### src/rtl/uart_rx.sv
// 8N1 serial receiver sampled on a shared OVERSAMPLE x baud strobe; pushes good bytes to a FIFO.
// Optional build macro UART_RX_MAJORITY_EN enables 2-of-3 majority voting of each sample.
module uart_rx #(
  parameter int unsigned DATA_BITS   = 8,
  parameter int unsigned OVERSAMPLE  = 16,
  parameter int unsigned SYNC_STAGES = 2
) (
  input  logic                 clk,
  input  logic                 reset,
  input  logic                 rx_bit,
  input  logic                 sample_tick,
  input  logic                 fifo_full,
  output logic                 push,
  output logic [DATA_BITS-1:0] data,
  output logic                 frame_err,
  output logic                 overrun,
  output logic                 busy
);

  localparam logic [2:0] IDLE      = 3'd0;
  localparam logic [2:0] START     = 3'd1;
  localparam logic [2:0] DATA      = 3'd2;
  localparam logic [2:0] STOP      = 3'd3;
  localparam logic [2:0] WAIT_IDLE = 3'd4;

  localparam int unsigned CNT_W = $clog2(OVERSAMPLE);
  localparam int unsigned IDX_W = (DATA_BITS > 1) ? $clog2(DATA_BITS) : 1;

`ifdef UART_RX_MAJORITY_EN
  // Decision lands one tick past the nominal point so the vote window is centred on it.
  localparam int unsigned START_PT = OVERSAMPLE / 2;
`else
  localparam int unsigned START_PT = OVERSAMPLE / 2 - 1;
`endif

  localparam logic [CNT_W-1:0] CNT_MID  = CNT_W'(START_PT);
  localparam logic [CNT_W-1:0] CNT_LAST = CNT_W'(OVERSAMPLE - 1);
  localparam logic [IDX_W-1:0] IDX_LAST = IDX_W'(DATA_BITS - 1);

  logic [SYNC_STAGES-1:0] sync_q;
  logic                   rxs;
  logic                   s;

  logic [2:0]           state_q, state_d;
  logic [CNT_W-1:0]     tick_q, tick_d;
  logic [IDX_W-1:0]     idx_q, idx_d;
  logic [DATA_BITS-1:0] shreg_q, shreg_d, shreg_shift;
  logic [DATA_BITS-1:0] data_q, data_d;
  logic                 push_q, push_d;
  logic                 ferr_q, ferr_d;
  logic                 ovr_q, ovr_d;

  always_ff @(posedge clk) begin
    if (reset) sync_q <= '1;
    else       sync_q <= {sync_q[SYNC_STAGES-2:0], rx_bit};
  end

  assign rxs = sync_q[SYNC_STAGES-1];

`ifdef UART_RX_MAJORITY_EN
  logic [1:0] vote_q;

  always_ff @(posedge clk) begin
    if (reset)            vote_q <= 2'b11;
    else if (sample_tick) vote_q <= {vote_q[0], rxs};
  end

  assign s = (vote_q[1] & vote_q[0]) | (vote_q[1] & rxs) | (vote_q[0] & rxs);
`else
  assign s = rxs;
`endif

  // LSB arrives first, so bits enter at the MSB and walk down.
  if (DATA_BITS == 1) begin : g_shift_one
    assign shreg_shift = s;
  end else begin : g_shift_many
    assign shreg_shift = {s, shreg_q[DATA_BITS-1:1]};
  end

  always_comb begin
    state_d = state_q;
    tick_d  = tick_q;
    idx_d   = idx_q;
    shreg_d = shreg_q;
    data_d  = data_q;
    push_d  = 1'b0;
    ferr_d  = 1'b0;
    ovr_d   = 1'b0;
    if (sample_tick) begin
      tick_d = tick_q + 1'b1;
      case (state_q)
        IDLE: begin
          tick_d = '0;
          if (!rxs) state_d = START;
        end
        START: begin
          if (tick_q == CNT_MID) begin
            tick_d  = '0;
            idx_d   = '0;
            state_d = s ? IDLE : DATA;
          end
        end
        DATA: begin
          if (tick_q == CNT_LAST) begin
            tick_d  = '0;
            shreg_d = shreg_shift;
            idx_d   = idx_q + 1'b1;
            if (idx_q == IDX_LAST) state_d = STOP;
          end
        end
        STOP: begin
          if (tick_q == CNT_LAST) begin
            tick_d = '0;
            if (!s) begin
              ferr_d  = 1'b1;
              state_d = WAIT_IDLE;
            end else if (fifo_full) begin
              ovr_d   = 1'b1;
              state_d = IDLE;
            end else begin
              push_d  = 1'b1;
              data_d  = shreg_q;
              state_d = IDLE;
            end
          end
        end
        WAIT_IDLE: begin
          // Break condition: hold here so a low line cannot spawn phantom frames.
          tick_d = '0;
          if (rxs) state_d = IDLE;
        end
        default: begin
          tick_d  = '0;
          state_d = IDLE;
        end
      endcase
    end
  end

  always_ff @(posedge clk) begin
    if (reset) begin
      state_q <= IDLE;
      tick_q  <= '0;
      idx_q   <= '0;
      shreg_q <= '0;
      data_q  <= '0;
      push_q  <= 1'b0;
      ferr_q  <= 1'b0;
      ovr_q   <= 1'b0;
    end else begin
      state_q <= state_d;
      tick_q  <= tick_d;
      idx_q   <= idx_d;
      shreg_q <= shreg_d;
      data_q  <= data_d;
      push_q  <= push_d;
      ferr_q  <= ferr_d;
      ovr_q   <= ovr_d;
    end
  end

  assign push      = push_q;
  assign data      = data_q;
  assign frame_err = ferr_q;
  assign overrun   = ovr_q;
  assign busy      = (state_q != IDLE);

endmodule

### config.mk
export PLATFORM = sky130hd
export DESIGN_NAME = uart_rx
export DESIGN_NICKNAME = d
export VERILOG_FILES = /design/src/rtl/uart_rx.sv
export SDC_FILE = /design/constraint.sdc
export NUM_CORES = 1
export LEC_CHECK = 0
export ABC_AREA = 1
export ABC_CLOCK_PERIOD_IN_PS = 1950
export CAP_MARGIN = 10
export CORE_AREA = 2 2 50 57
export CTS_CLUSTER_DIAMETER = 60
export DETAILED_ROUTE_END_ITERATION = 10
export DIE_AREA = 0 0 52 59
export PLACE_DENSITY_LB_ADDON = 0.08
export SETUP_SLACK_MARGIN = 0.3
export SYNTH_ARGS = -nofsm -noshare
export SYNTH_HDL_FRONTEND = slang
export SYNTH_SLANG_ARGS = --single-unit
### constraint.sdc
create_clock -name clk -period 1.95 [get_ports clk]
set_input_delay 0.39 -clock clk [delete_from_list [all_inputs] [get_ports clk]]
set_output_delay 0.39 -clock clk [all_outputs]
set_load 0.05 [all_outputs]
==> run_summary.xml <==
<?xml version="1.0" encoding="UTF-8"?>
<metrics>
  <group name="run_status">
    <metric name="run_status" unit="">complete, no violations</metric>
  </group>
  <group name="critical_path">
    <metric name="regToRegStartpoint" unit="">tick_q[0]$_SDFFE_PP0P_</metric>
    <metric name="cpPeakStageDelay" unit="ns">0.53</metric>
    <metric name="rr_worst_depth" unit="">7</metric>
    <metric name="r2r_end" unit="">shreg_q[7]$_SDFFE_PP0P_</metric>
    <metric name="start_kind" unit="">flop</metric>
    <metric name="cp_data_required_time" unit="ns">1.56</metric>
    <metric name="crit_slowest_cell" unit="">sky130_fd_sc_hd__dlygate4sd2_1</metric>
    <metric name="worstSetupEndpointType" unit="">output port</metric>
    <metric name="crit_cells" unit="">1</metric>
    <metric name="setup.worst_path.class" unit="">reg -&gt; out</metric>
    <metric name="crit_end" unit="">data[2]</metric>
    <metric name="critPathTopFamily" unit="">buffers and inverters</metric>
    <metric name="worst-endpoint-arrival" unit="ns">1.22</metric>
    <metric name="cp_cell_sequence" unit="">dlygate4sd2_1</metric>
    <metric name="crit_path_start" unit="">data[2]$_SDFFE_PP0P_</metric>
    <metric name="cp_max_fo" unit="">2</metric>
    <metric name="cp_num_buf_inv" unit="">1</metric>
    <metric name="r2r_setup_slack" unit="ns">0.46</metric>
  </group>
  <group name="synthesis">
    <metric name="post_synth_instance_area" unit="um^2">1380</metric>
    <metric name="yosysSeqAreaShare" unit="%">44.8</metric>
    <metric name="synthesis.area_per_instance" unit="um^2">7.60</metric>
    <metric name="synthesis.yosys.warnings" unit="">0</metric>
    <metric name="synth_area_leaders" unit="">sky130_fd_sc_hd__dfxtp_1 45%, sky130_fd_sc_hd__nand2_1 7.3%, sky130_fd_sc_hd__nor2_1 7.3%, sky130_fd_sc_hd__a21oi_1 5.8%, sky130_fd_sc_hd__o21ai_0 5.8%</metric>
    <metric name="synth_top_cell_by_area" unit="">sky130_fd_sc_hd__dfxtp_1</metric>
    <metric name="synth_top_area_share" unit="%">44.8</metric>
    <metric name="count_of_different_cell_masters_after_synthesis" unit="">28</metric>
    <metric name="synth_cells" unit="">182</metric>
    <metric name="yosys_register_bits" unit="">31</metric>
    <metric name="mappedNetlistNets" unit="">190</metric>
  </group>
  <group name="clocking">
    <metric name="clock_tree_from_tritoncts" unit="">yes</metric>
    <metric name="ctsHtreeMaxLevel" unit="">2</metric>
    <metric name="cts.root.buffer_cell" unit="">sky130_fd_sc_hd__clkbuf_4</metric>
    <metric name="clkSlewWorstSetupHoldPaths" unit="ns">0.09</metric>
    <metric name="cts.repair_timing.setup_buffer_count" unit="">0</metric>
    <metric name="cts.sink_count" unit="">31</metric>
    <metric name="cts_buffers" unit="">5</metric>
    <metric name="holdBufCountCts" unit="">0</metric>
    <metric name="skew_pair_late_insertion_delay" unit="ns">0.33</metric>
    <metric name="max-clock-path-buffers" unit="">2</metric>
  </group>
  <group name="sta">
    <metric name="tightest_slew" unit="ns">0.513</metric>
    <metric name="fin_setup_tns" unit="ns">0</metric>
    <metric name="rsz0062_at_grt" unit="">false</metric>
    <metric name="maxSlewViolCount" unit="">0</metric>
    <metric name="fin_worst_hold_slack" unit="ns">0.417</metric>
    <metric name="max_freq" unit="GHz">0.622</metric>
    <metric name="final_period_minus_worst_setup_slack" unit="ns">1.61</metric>
    <metric name="setup_viol" unit="">0</metric>
    <metric name="fin_worst_skew" unit="ns">0.0137</metric>
    <metric name="layout_setup_ws" unit="ns">0.342</metric>
    <metric name="post_route_clock_period_utilization" unit="%">82.5</metric>
    <metric name="relSlewSlack" unit="%">65.8</metric>
    <metric name="final-hold-violation-count" unit="">0</metric>
  </group>
  <group name="placed_design">
    <metric name="io_buffer_count" unit="">16</metric>
    <metric name="numPlacedInstances" unit="">228</metric>
    <metric name="pre_cts_ws" unit="ns">0.0694</metric>
    <metric name="place_hpwl" unit="um">1980</metric>
    <metric name="gp_congestion" unit="">0.822</metric>
  </group>
  <group name="min_path">
    <metric name="timing.hold.worst_path_depth" unit="">1</metric>
    <metric name="min-delay-path-class" unit="">reg -&gt; reg</metric>
  </group>
  <group name="die">
    <metric name="chipWidth" unit="um">52</metric>
    <metric name="die-area" unit="um^2">3070</metric>
    <metric name="fp-row-count" unit="">19</metric>
    <metric name="floorplan.initialDensity" unit="%">56.5</metric>
    <metric name="chip_height" unit="um">59</metric>
    <metric name="core" unit="um^2">2450</metric>
    <metric name="number_of_primary_i_o_pins" unit="">17</metric>
  </group>
  <group name="cells_and_area">
    <metric name="area.growth.synth_to_final" unit="%">18.0</metric>
    <metric name="finish.cell_count_without_fillers" unit="">235</metric>
    <metric name="total_number_of_nets_in_the_final_design" unit="">212</metric>
    <metric name="n_fill_cell" unit="">224</metric>
    <metric name="layout-drive-gt1-share" unit="%">17.6</metric>
    <metric name="antenna-diode-count" unit="">0</metric>
  </group>
  <group name="power">
    <metric name="leakage" unit="nW">0.709</metric>
    <metric name="max-vdd-ir-drop" unit="mV">0.637</metric>
    <metric name="cell_area_power_density" unit="nW/um^2">977</metric>
    <metric name="fin_total_pwr" unit="mW">1.60</metric>
  </group>
  <group name="detailed_routing">
    <metric name="wl" unit="um">2610</metric>
    <metric name="post_drt_via_cell_ratio" unit="">5.16</metric>
    <metric name="detail_route.drc_violations" unit="">0</metric>
    <metric name="detailedRoute.firstIterationViolations" unit="">38</metric>
    <metric name="ant_nets" unit="">0</metric>
    <metric name="firstDrtPassIters" unit="">4</metric>
    <metric name="route.detailed.wl_per_inst" unit="um">11.1</metric>
    <metric name="count_of_vias_placed_by_the_detailed_router" unit="">1212</metric>
  </group>
  <group name="grt">
    <metric name="grt_max_degree" unit="">20</metric>
    <metric name="global_route.overflow_total" unit="">0</metric>
    <metric name="number_of_global_route_vias_before_repair" unit="">1126</metric>
    <metric name="overall_track_demand_over_capacity_in_global_routing" unit="%">20.9</metric>
    <metric name="grt_pass1_wl" unit="um">4680</metric>
    <metric name="number_of_antenna_violations_at_the_first_check_in_global_routing" unit="">0</metric>
  </group>
  <group name="run">
    <metric name="cap_violations" unit="">0</metric>
  </group>
</metrics>
-- per-stage QoR --
step | utilization (%) | instance area (um^2)
floorplan | - | 1380
global placement | 64.5 | 1580
detailed placement | 64.5 | 1580
CTS | 66.2 | 1620
global route | 66.7 | 1630
finish | 66.7 | 1630
-- worst register-to-register path: stages, from the launching register on --
cell and delay (ns):
sky130_fd_sc_hd__dfxtp_1 0.37, sky130_fd_sc_hd__ha_1 0.20, sky130_fd_sc_hd__nand3_1 0.18, sky130_fd_sc_hd__nor2_2 0.23, sky130_fd_sc_hd__nand2_4 0.12, sky130_fd_sc_hd__inv_4 0.12
sky130_fd_sc_hd__o21ai_1 0.07, sky130_fd_sc_hd__a21oi_1 0.14
-- logic make-up (layout without fill, tap and decap cells) --
kind of cell	count (synthesis)	after routing	share of synthesized area, %
compound gates	38	38	15.0
xor+xnor	1	1	0.633
fa+ha+maj	3	3	2.71
buf+inv	26	48	8.23
flops	31	31	44.8
simple gates	83	83	28.6
-- registers in the layout, indices dropped and copies added, names as in the netlist --
name       count
idx_q          3
shreg_q        8
push           1
tick_q         4
data           8
overrun        1
state_q        3
frame_err      1
sync_q         2
-- power breakdown --
| group | switching (mW) | internal [mW] | total (mW) |
|---|---|---|---|
| Sequential | 0.0489 | 0.664 | 0.713 |
| Combinational | 0.343 | 0.161 | 0.504 |
| Clock | 0.212 | 0.167 | 0.379 |
-- what timing repair did --
action	4_1_cts	5_1_grt
pin swaps	0	0
gates cloned	0	0
endpoints found under the setup margin	11	9
gates resized for setup	11	3
-- cell usage after synthesis --
library cell and number:
sky130_fd_sc_hd__buf_6 1, sky130_fd_sc_hd__inv_4 1, sky130_fd_sc_hd__nor3_1 2, sky130_fd_sc_hd__inv_1 16
sky130_fd_sc_hd__o21ai_0 16, sky130_fd_sc_hd__o21ai_1 1, sky130_fd_sc_hd__nand3b_1 2, sky130_fd_sc_hd__inv_2 4
sky130_fd_sc_hd__nand2_4 1, sky130_fd_sc_hd__buf_2 1, sky130_fd_sc_hd__dfxtp_1 31, sky130_fd_sc_hd__xor2_1 1
sky130_fd_sc_hd__clkinv_4 1, sky130_fd_sc_hd__nor2_1 27, sky130_fd_sc_hd__clkbuf_1 2, sky130_fd_sc_hd__nor2_4 1
sky130_fd_sc_hd__nand2_1 27, sky130_fd_sc_hd__nand3_2 3, sky130_fd_sc_hd__o21ai_2 3, sky130_fd_sc_hd__nor2_2 4
sky130_fd_sc_hd__a21oi_2 1, sky130_fd_sc_hd__a211oi_1 1, sky130_fd_sc_hd__ha_1 3, sky130_fd_sc_hd__nand3_1 11
sky130_fd_sc_hd__a21oi_1 16, sky130_fd_sc_hd__or2_2 2, sky130_fd_sc_hd__nand2_2 2, sky130_fd_sc_hd__nor3_2 1
-- cell usage in the layout (no fill, tap or decap), types with 4 or more instances in the layout --
cell and n:
sky130_fd_sc_hd__dfxtp_1 31, sky130_fd_sc_hd__nand2_1 27, sky130_fd_sc_hd__nor2_1 26, sky130_fd_sc_hd__inv_1 16, sky130_fd_sc_hd__o21ai_0 16, sky130_fd_sc_hd__a21oi_1 16
sky130_fd_sc_hd__nand3_1 11, sky130_fd_sc_hd__dlygate4sd2_1 10, sky130_fd_sc_hd__nor2_2 5, sky130_fd_sc_hd__clkbuf_4 5, sky130_fd_sc_hd__inv_2 4, sky130_fd_sc_hd__clkdlybuf4s50_1 4
sky130_fd_sc_hd__buf_4 4
-- routing by layer --
layer / part of all wire (%) / global-route usage (%) / vias up
met2: 51 / 36.3 / 24
met1: 43 / 22.9 / 549
met5: 0 / 0 / -
li1: - / - / 633
met3: 4.5 / 7.58 / 6
met4: 1.9 / 7.89 / 0
-- area by class of cell --
cell class | instances | area [um^2] | share of cell area (%)
Clock buffer | 6 | 51.3 | 3.14
Clock inverter | 1 | 5.00 | 0.307
Inverter | 22 | 90.1 | 5.52
Multi-Input combinational cell | 125 | 659 | 40.4
Sequential cell | 31 | 621 | 38.0
Tap cell | 31 | 38.8 | 2.38
Timing Repair Buffer | 19 | 168 | 10.3
-- worst min-delay path by stage --
| stage | startpoint | slack, ns | end |
|---|---|---|---|
| 5_1_grt | sync_q[0]$_SDFF_PP1_ | 0.44 | sync_q[1]$_SDFF_PP1_ |
| 3_5_place_dp | sync_q[0]$_SDFF_PP1_ | 0.40 | sync_q[1]$_SDFF_PP1_ |
| 4_1_cts | sync_q[0]$_SDFF_PP1_ | 0.42 | sync_q[1]$_SDFF_PP1_ |
| 6_report | sync_q[0]$_SDFF_PP1_ | 0.42 | sync_q[1]$_SDFF_PP1_ |
| 2_1_floorplan | sync_q[0]$_SDFF_PP1_ | 0.39 | sync_q[1]$_SDFF_PP1_ |
| 3_3_place_gp | sync_q[0]$_SDFF_PP1_ | 0.39 | sync_q[1]$_SDFF_PP1_ |
Note: power is estimated with default switching activity, not from simulation.
